==> src/rtl/btn_scan_pkg.sv <==
// Shared types and elaboration helpers for the button scan controller
// and its clock-enable prescaler.
package btn_scan_pkg;

   typedef enum logic [1:0] {
      WAIT   = 2'd0,
      SAMPLE = 2'd1,
      UPDATE = 2'd2
   } scan_state_e;

   // Width of a counter or index that must hold values 0..n-1, at least 1 bit.
   function automatic int cnt_width(input int n);
      return (n > 2) ? $clog2(n) : 1;
   endfunction

   function automatic bit n_btn_ok(input int n_btn);
      return (n_btn >= 1) && (n_btn <= 16);
   endfunction

   function automatic bit deb_cnt_ok(input int deb_cnt);
      return deb_cnt >= 2;
   endfunction

   // A full scan must finish before the next tick; a short divider is
   // tolerated at run time and flagged through OVERRUN.
   function automatic bit ce_div_ok(input int n_btn, input int ce_div);
      return ce_div >= 2 * n_btn + 1;
   endfunction

endpackage

==> src/rtl/btn_scan_ctrl_ce_gen.sv <==
// Free-running prescaler: one-cycle CE_OUT strobe every DIV clk cycles,
// asserted while the count sits at DIV-1.
module ce_gen
   import btn_scan_pkg::*;
#(
   parameter int DIV = 16
) (
   input  logic clk,
   input  logic rst,
   output logic CE_OUT
);

   localparam int PW = cnt_width(DIV);
   localparam logic [PW-1:0] LAST = PW'(DIV - 1);

   logic [PW-1:0] pcnt_q, pcnt_d;

   always_comb begin
      pcnt_d = pcnt_q + 1'b1;
      if (pcnt_q == LAST) pcnt_d = '0;
   end

   always_ff @(posedge clk) begin
      if (rst) pcnt_q <= '0;
      else     pcnt_q <= pcnt_d;
   end

   assign CE_OUT = (pcnt_q == LAST);

endmodule

==> src/rtl/btn_scan_ctrl.sv <==
// Time-multiplexed push-button debouncer: one shared compare/count engine
// walks all channels per scan tick. Optional BTN_SCAN_RELEASE_EN adds BTN_RELEASE.
module btn_scan_ctrl
   import btn_scan_pkg::*;
#(
   parameter int N_BTN   = 4,
   parameter int CE_DIV  = 16,
   parameter int DEB_CNT = 4
) (
   input  logic             clk,
   input  logic             rst,
   input  logic [N_BTN-1:0] BTN_IN,
   output logic [N_BTN-1:0] BTN_OUT,
   output logic [N_BTN-1:0] BTN_PRESS,
`ifdef BTN_SCAN_RELEASE_EN
   output logic [N_BTN-1:0] BTN_RELEASE,
`endif
   output logic             CE_OUT,
   output logic             SCAN_BUSY,
   output logic             OVERRUN
);

   localparam int CW = cnt_width(DEB_CNT);
   localparam int IW = cnt_width(N_BTN);
   localparam logic [CW-1:0] CNT_LAST = CW'(DEB_CNT - 1);
   localparam logic [IW-1:0] IDX_LAST = IW'(N_BTN - 1);

   generate
      if (!n_btn_ok(N_BTN)) begin : g_bad_n_btn
         $error("btn_scan_ctrl: N_BTN must be 1..16");
      end
      if (!deb_cnt_ok(DEB_CNT)) begin : g_bad_deb_cnt
         $error("btn_scan_ctrl: DEB_CNT must be >= 2");
      end
   endgenerate

   logic [N_BTN-1:0]          sync1_q, sync2_q;
   scan_state_e               state_q, state_d;
   logic [IW-1:0]             idx_q, idx_d;
   logic                      smp_q, smp_d;
   logic [N_BTN-1:0]          stable_q, stable_d;
   logic [N_BTN-1:0][CW-1:0]  cnt_q, cnt_d;
   logic [N_BTN-1:0]          press_q, press_d;
   logic                      ovr_q, ovr_d;
   logic                      cur_stable;
   logic [CW-1:0]             cur_cnt;
`ifdef BTN_SCAN_RELEASE_EN
   logic [N_BTN-1:0]          rel_q, rel_d;
`endif

   ce_gen #(.DIV(CE_DIV)) u_ce_gen (
      .clk    (clk),
      .rst    (rst),
      .CE_OUT (CE_OUT)
   );

   always_ff @(posedge clk) begin
      if (rst) begin
         sync1_q <= '0;
         sync2_q <= '0;
      end else begin
         sync1_q <= BTN_IN;
         sync2_q <= sync1_q;
      end
   end

   assign cur_stable = stable_q[idx_q];
   assign cur_cnt    = cnt_q[idx_q];

   always_comb begin
      state_d  = state_q;
      idx_d    = idx_q;
      smp_d    = smp_q;
      stable_d = stable_q;
      cnt_d    = cnt_q;
      press_d  = '0;
`ifdef BTN_SCAN_RELEASE_EN
      rel_d    = '0;
`endif
      // A tick landing mid-scan is dropped; the scan in progress still completes.
      ovr_d    = ovr_q | (CE_OUT & (state_q != WAIT));
      case (state_q)
         WAIT: begin
            idx_d = '0;
            if (CE_OUT) state_d = SAMPLE;
         end
         SAMPLE: begin
            smp_d   = sync2_q[idx_q];
            state_d = UPDATE;
         end
         UPDATE: begin
            if (smp_q == cur_stable) begin
               cnt_d[idx_q] = '0;
            end else if (cur_cnt < CNT_LAST) begin
               cnt_d[idx_q] = cur_cnt + 1'b1;
            end else begin
               stable_d[idx_q] = smp_q;
               cnt_d[idx_q]    = '0;
               press_d[idx_q]  = smp_q;
`ifdef BTN_SCAN_RELEASE_EN
               rel_d[idx_q]    = ~smp_q;
`endif
            end
            if (idx_q == IDX_LAST) begin
               idx_d   = '0;
               state_d = WAIT;
            end else begin
               idx_d   = idx_q + 1'b1;
               state_d = SAMPLE;
            end
         end
         default: begin
            idx_d   = '0;
            state_d = WAIT;
         end
      endcase
   end

   always_ff @(posedge clk) begin
      if (rst) begin
         state_q  <= WAIT;
         idx_q    <= '0;
         smp_q    <= 1'b0;
         stable_q <= '0;
         cnt_q    <= '0;
         press_q  <= '0;
         ovr_q    <= 1'b0;
      end else begin
         state_q  <= state_d;
         idx_q    <= idx_d;
         smp_q    <= smp_d;
         stable_q <= stable_d;
         cnt_q    <= cnt_d;
         press_q  <= press_d;
         ovr_q    <= ovr_d;
      end
   end

`ifdef BTN_SCAN_RELEASE_EN
   always_ff @(posedge clk) begin
      if (rst) rel_q <= '0;
      else     rel_q <= rel_d;
   end

   assign BTN_RELEASE = rel_q;
`endif

   assign BTN_OUT   = stable_q;
   assign BTN_PRESS = press_q;
   assign OVERRUN   = ovr_q;
   assign SCAN_BUSY = (state_q != WAIT);

endmodule

==> config.mk <==
export PLATFORM = sky130hd
export DESIGN_NAME = btn_scan_ctrl
export DESIGN_NICKNAME = d
export VERILOG_FILES = /design/src/rtl/btn_scan_pkg.sv /design/src/rtl/btn_scan_ctrl_ce_gen.sv /design/src/rtl/btn_scan_ctrl.sv
export SDC_FILE = /design/constraint.sdc
export NUM_CORES = 1
export LEC_CHECK = 0
export CAP_MARGIN = 20
export CORE_UTILIZATION = 54
export CTS_CLUSTER_SIZE = 40
export DETAILED_ROUTE_END_ITERATION = 7
export MAX_ROUTING_LAYER = met4
export PLACE_DENSITY = 0.88
export REMOVE_ABC_BUFFERS = 1
export SYNTH_ARGS = -nofsm -noshare
export SYNTH_HDL_FRONTEND = slang
export SYNTH_HIERARCHICAL = 1
export SYNTH_SLANG_ARGS = --single-unit
export TNS_END_PERCENT = 30
==> constraint.sdc <==
create_clock -name clk -period 3.15 [get_ports clk]
set_clock_uncertainty 0.2 [all_clocks]
set_input_delay 0.63 -clock clk [delete_from_list [all_inputs] [get_ports clk]]
set_output_delay 0.63 -clock clk [all_outputs]
set_load 0.01 [all_outputs]
==> results.py <==
metrics = {
    "final_layout": {
        "n_antenna_cell": 0,
        "drive_gt1_share_pct": 16.6,
        "num-fill-cells": 207,
        "fin_cells": 187,
        "syn2layout_area_growth_pct": 14.6,
        "nNetsFinal": 169,
    },
    "synthesis": {
        "synth_edf_count": 0,
        "syn_avg_cell_area_um2": 11.1,
        "synth_area_um2": 1520,
        "syn_inst": 137,
        "yosys_warnings": 6,
        "ys_seq_area_share_pct": 44.9,
        "synth-seq-cells": 34,
        "async_reset_ff_share_pct": 0,
        "yosys.cell_types.count": 35,
        "synthFlopType": "dfxtp_1",
    },
    "detailed_routing": {
        "drc_errors": 0,
        "first_pass_iters": 4,
        "route.met3.wl_um": 93,
        "wl_per_cell_um": 16.0,
        "drt-met1-wl_mm": 1.32,
        "finalWirelength_mm": 3.00,
        "dr_total_vias": 1100,
        "ant_nets": 0,
        "met2WireLength_mm": 1.52,
        "vias_per_cell": 5.88,
        "drtIter0Drc": 12,
        "highest_layer": "met4",
    },
    "setup_path": {
        "slowest_stage": "mux4_1",
        "path_cells": "mux4_1 > ha_1 > or3b_2 > mux2i_1 > o21ai_0 > o22ai_1",
        "start_kind": "flop",
        "critPathKind": "reg2reg",
        "worstPathMaxFanout": 8,
        "end_kind": "flop",
        "required_ns": 3.22,
        "cp.arrival_ns": 2.94,
        "slowest_delay_ns": 0.64,
    },
    "power": {
        "power_per_cell_area_nw_per_um2": 412,
        "p_int_uw": 561,
        "finalPower_uw": 717,
        "seqPwrFrac_pct": 61.6,
        "switching_share_pct": 21.8,
        "p_switching_uw": 156,
        "leakage_nw": 0.622,
        "p_comb_share_pct": 3.7,
        "power.share.clock_pct": 34.7,
        "ir_drop_uv": 387,
    },
    "clock_tree": {
        "h-tree-depth": 2,
        "cts-root-buf": "clkbuf_4",
        "cts_sinks": 34,
        "cts.repair.resized": 0,
        "cts.path.max_buffers": 2,
        "clk_pin_slew_ns": 0.10,
        "cts_hold_buf": 0,
        "cts_tree": "done",
        "cts-buffers-inserted": 5,
        "post-cts-setup-buffers": 0,
        "clkLatencyLatePin_ns": 0.34,
    },
    "floorplan": {
        "ioPinCount": 17,
        "core_um2": 2570,
        "die_area_um2": 3020,
        "die_w_um": 55.0,
        "start_util_pct": 59.1,
        "row_count": 18,
        "die_h_um": 55.0,
    },
    "flow_run": {
        "drv_cap": 0,
    },
    "sta": {
        "max-slew-margin-rel_pct": 53.8,
        "max_freq_mhz": 348,
        "setup_ws_ns": 0.280,
        "hold_violations": 0,
        "fin_crit_sh_pct": 91.1,
        "tns_ns": 0,
        "grt_setup_unrepaired": "false",
        "worst_slew_pin_slew_ns": 0.690,
        "final.min_clock_period_ns": 2.87,
        "setup_viol": 0,
        "report.final.slew_viol_count": 0,
    },
    "global_routing": {
        "grt_remaining_overflow": 0,
        "grt_max_degree": 19,
        "grt_pass1_vias": 1078,
        "grt_pass1_wl_mm": 4.67,
        "track_usage_pct": 23.5,
        "antenna_found_initial": 0,
    },
    "placed_design": {
        "gp_congestion": 0.795,
        "dp_slack_ns": 0.376,
        "dpl.hpwl_mm": 2.17,
        "portBuffers": 16,
        "dp.cells": 179,
    },
    "outcome": {
        "run_status": "finished, final reports clean",
    },
    "worst_hold_path": {
        "hp-class": "reg2reg",
    },
}
==> logic make-up (layout without fill, tap and decap cells) <==
logic type      Yosys count  count (layout)  synth area share [%]
flops                    34              34                  44.9
xor+xnor                  1               1                 0.578
mux                      10              10                  10.5
fa+ha+maj                 7               7                  5.78
simple gates             49              49                  21.5
compound gates           25              25                  11.9
buf+inv                  11              31                  4.87
==> flip-flops by register name, indices dropped and copies added (netlist names) <==
name,flops
BTN_OUT,4
BTN_PRESS,4
OVERRUN,1
cnt_q,8
idx_q,2
smp_q,1
state_q,2
sync1_q,4
sync2_q,4
u_ce_gen/pcnt_q,4
==> worst paths after layout <==
path	from	end	slack, ns	depth (start not counted)
min	sync1_q[2]	sync2_q[2]	0.25	1
max	idx_q[0]	cnt_q[3]	0.28	6
min reg2reg	sync1_q[2]	sync2_q[2]	0.25	1
max reg2reg	idx_q[0]	cnt_q[3]	0.28	6
==> critical path: cells and delay by family, from the launching register on <==
kind,cells,cell delay [ns]
mux,2,0.86
compound gates,2,0.51
flops,1,0.50
simple gates,1,0.44
fa+ha+maj,1,0.27
==> cells in the mapped netlist (all sizes together) (2+ instances only) <==
| cell type | instances | share of area [%] |
|---|---|---|
| a21oi | 3 | 0.99 |
| nor3 | 3 | 1.3 |
| mux4 | 4 | 6.4 |
| dfxtp | 34 | 45 |
| o22ai | 8 | 3.3 |
| nand3b | 10 | 5.0 |
| nor3b | 2 | 1.3 |
| and2 | 4 | 1.6 |
| ha | 7 | 5.8 |
| a211oi | 4 | 3.3 |
| nand2 | 4 | 0.99 |
| inv | 4 | 0.99 |
| nor2 | 8 | 2.1 |
| a22oi | 2 | 0.99 |
| nor2b | 12 | 5.0 |
| buf | 6 | 3.6 |
| mux2i | 5 | 3.3 |
| a31oi | 4 | 1.6 |
| o21ai | 3 | 0.99 |
==> cell usage in the layout (no fill, tap or decap), types with 2 or more instances in the layout <==
cell type / instances
a211oi_2: 4
a21oi_1: 3
a22oi_1: 2
a31oi_1: 4
and2_1: 4
buf_4: 3
clkbuf_4: 5
clkdlybuf4s50_1: 16
dfxtp_1: 34
ha_1: 7
inv_1: 4
mux2i_1: 5
mux4_1: 2
mux4_2: 2
nand2_1: 4
nand3b_1: 10
nor2_1: 7
nor2b_1: 12
nor3_1: 2
o21ai_0: 2
o22ai_1: 8
==> power by group through the flow <==
stage               clock network, mW  registers, mW  logic, mW
detailed placement                  0          0.452     0.0264
global route                    0.273          0.443     0.0290
CTS                             0.253          0.442     0.0265
global placement                    0          0.451     0.0254
finish                          0.249          0.442     0.0263
floorplan                           0          0.451     0.0117
==> through the flow <==
| stage | cell area (um2) | util (%) | hold slack, ns |
|---|---|---|---|
| 6_report | 1740 | 67.7 | 0.248 |
| 2_1_floorplan | 1460 | - | 0.214 |
| 5_1_grt | 1740 | 67.7 | 0.275 |
| 3_5_place_dp | 1680 | 65.4 | 0.227 |
| 4_1_cts | 1740 | 67.7 | 0.254 |
| 3_3_place_gp | 1680 | 65.4 | 0.225 |
==> layer usage <==
metal	GRT usage (%)	vias to the layer above
met5	-	-
met2	40.8	25
li1	-	532
met1	24.8	535
met3	6.56	8
met4	10.4	0
==> final cells by class <==
class	instances	area [um2]	share of cell area, %
Clock buffer	7	55.1	3.17
Clock inverter	1	5.00	0.288
Inverter	4	15.0	0.864
Multi-Input combinational cell	92	762	43.8
Sequential cell	34	681	39.2
Tap cell	30	37.5	2.16
Timing Repair Buffer	19	183	10.5
No activity file was read; power rests on OpenSTA's default activity.
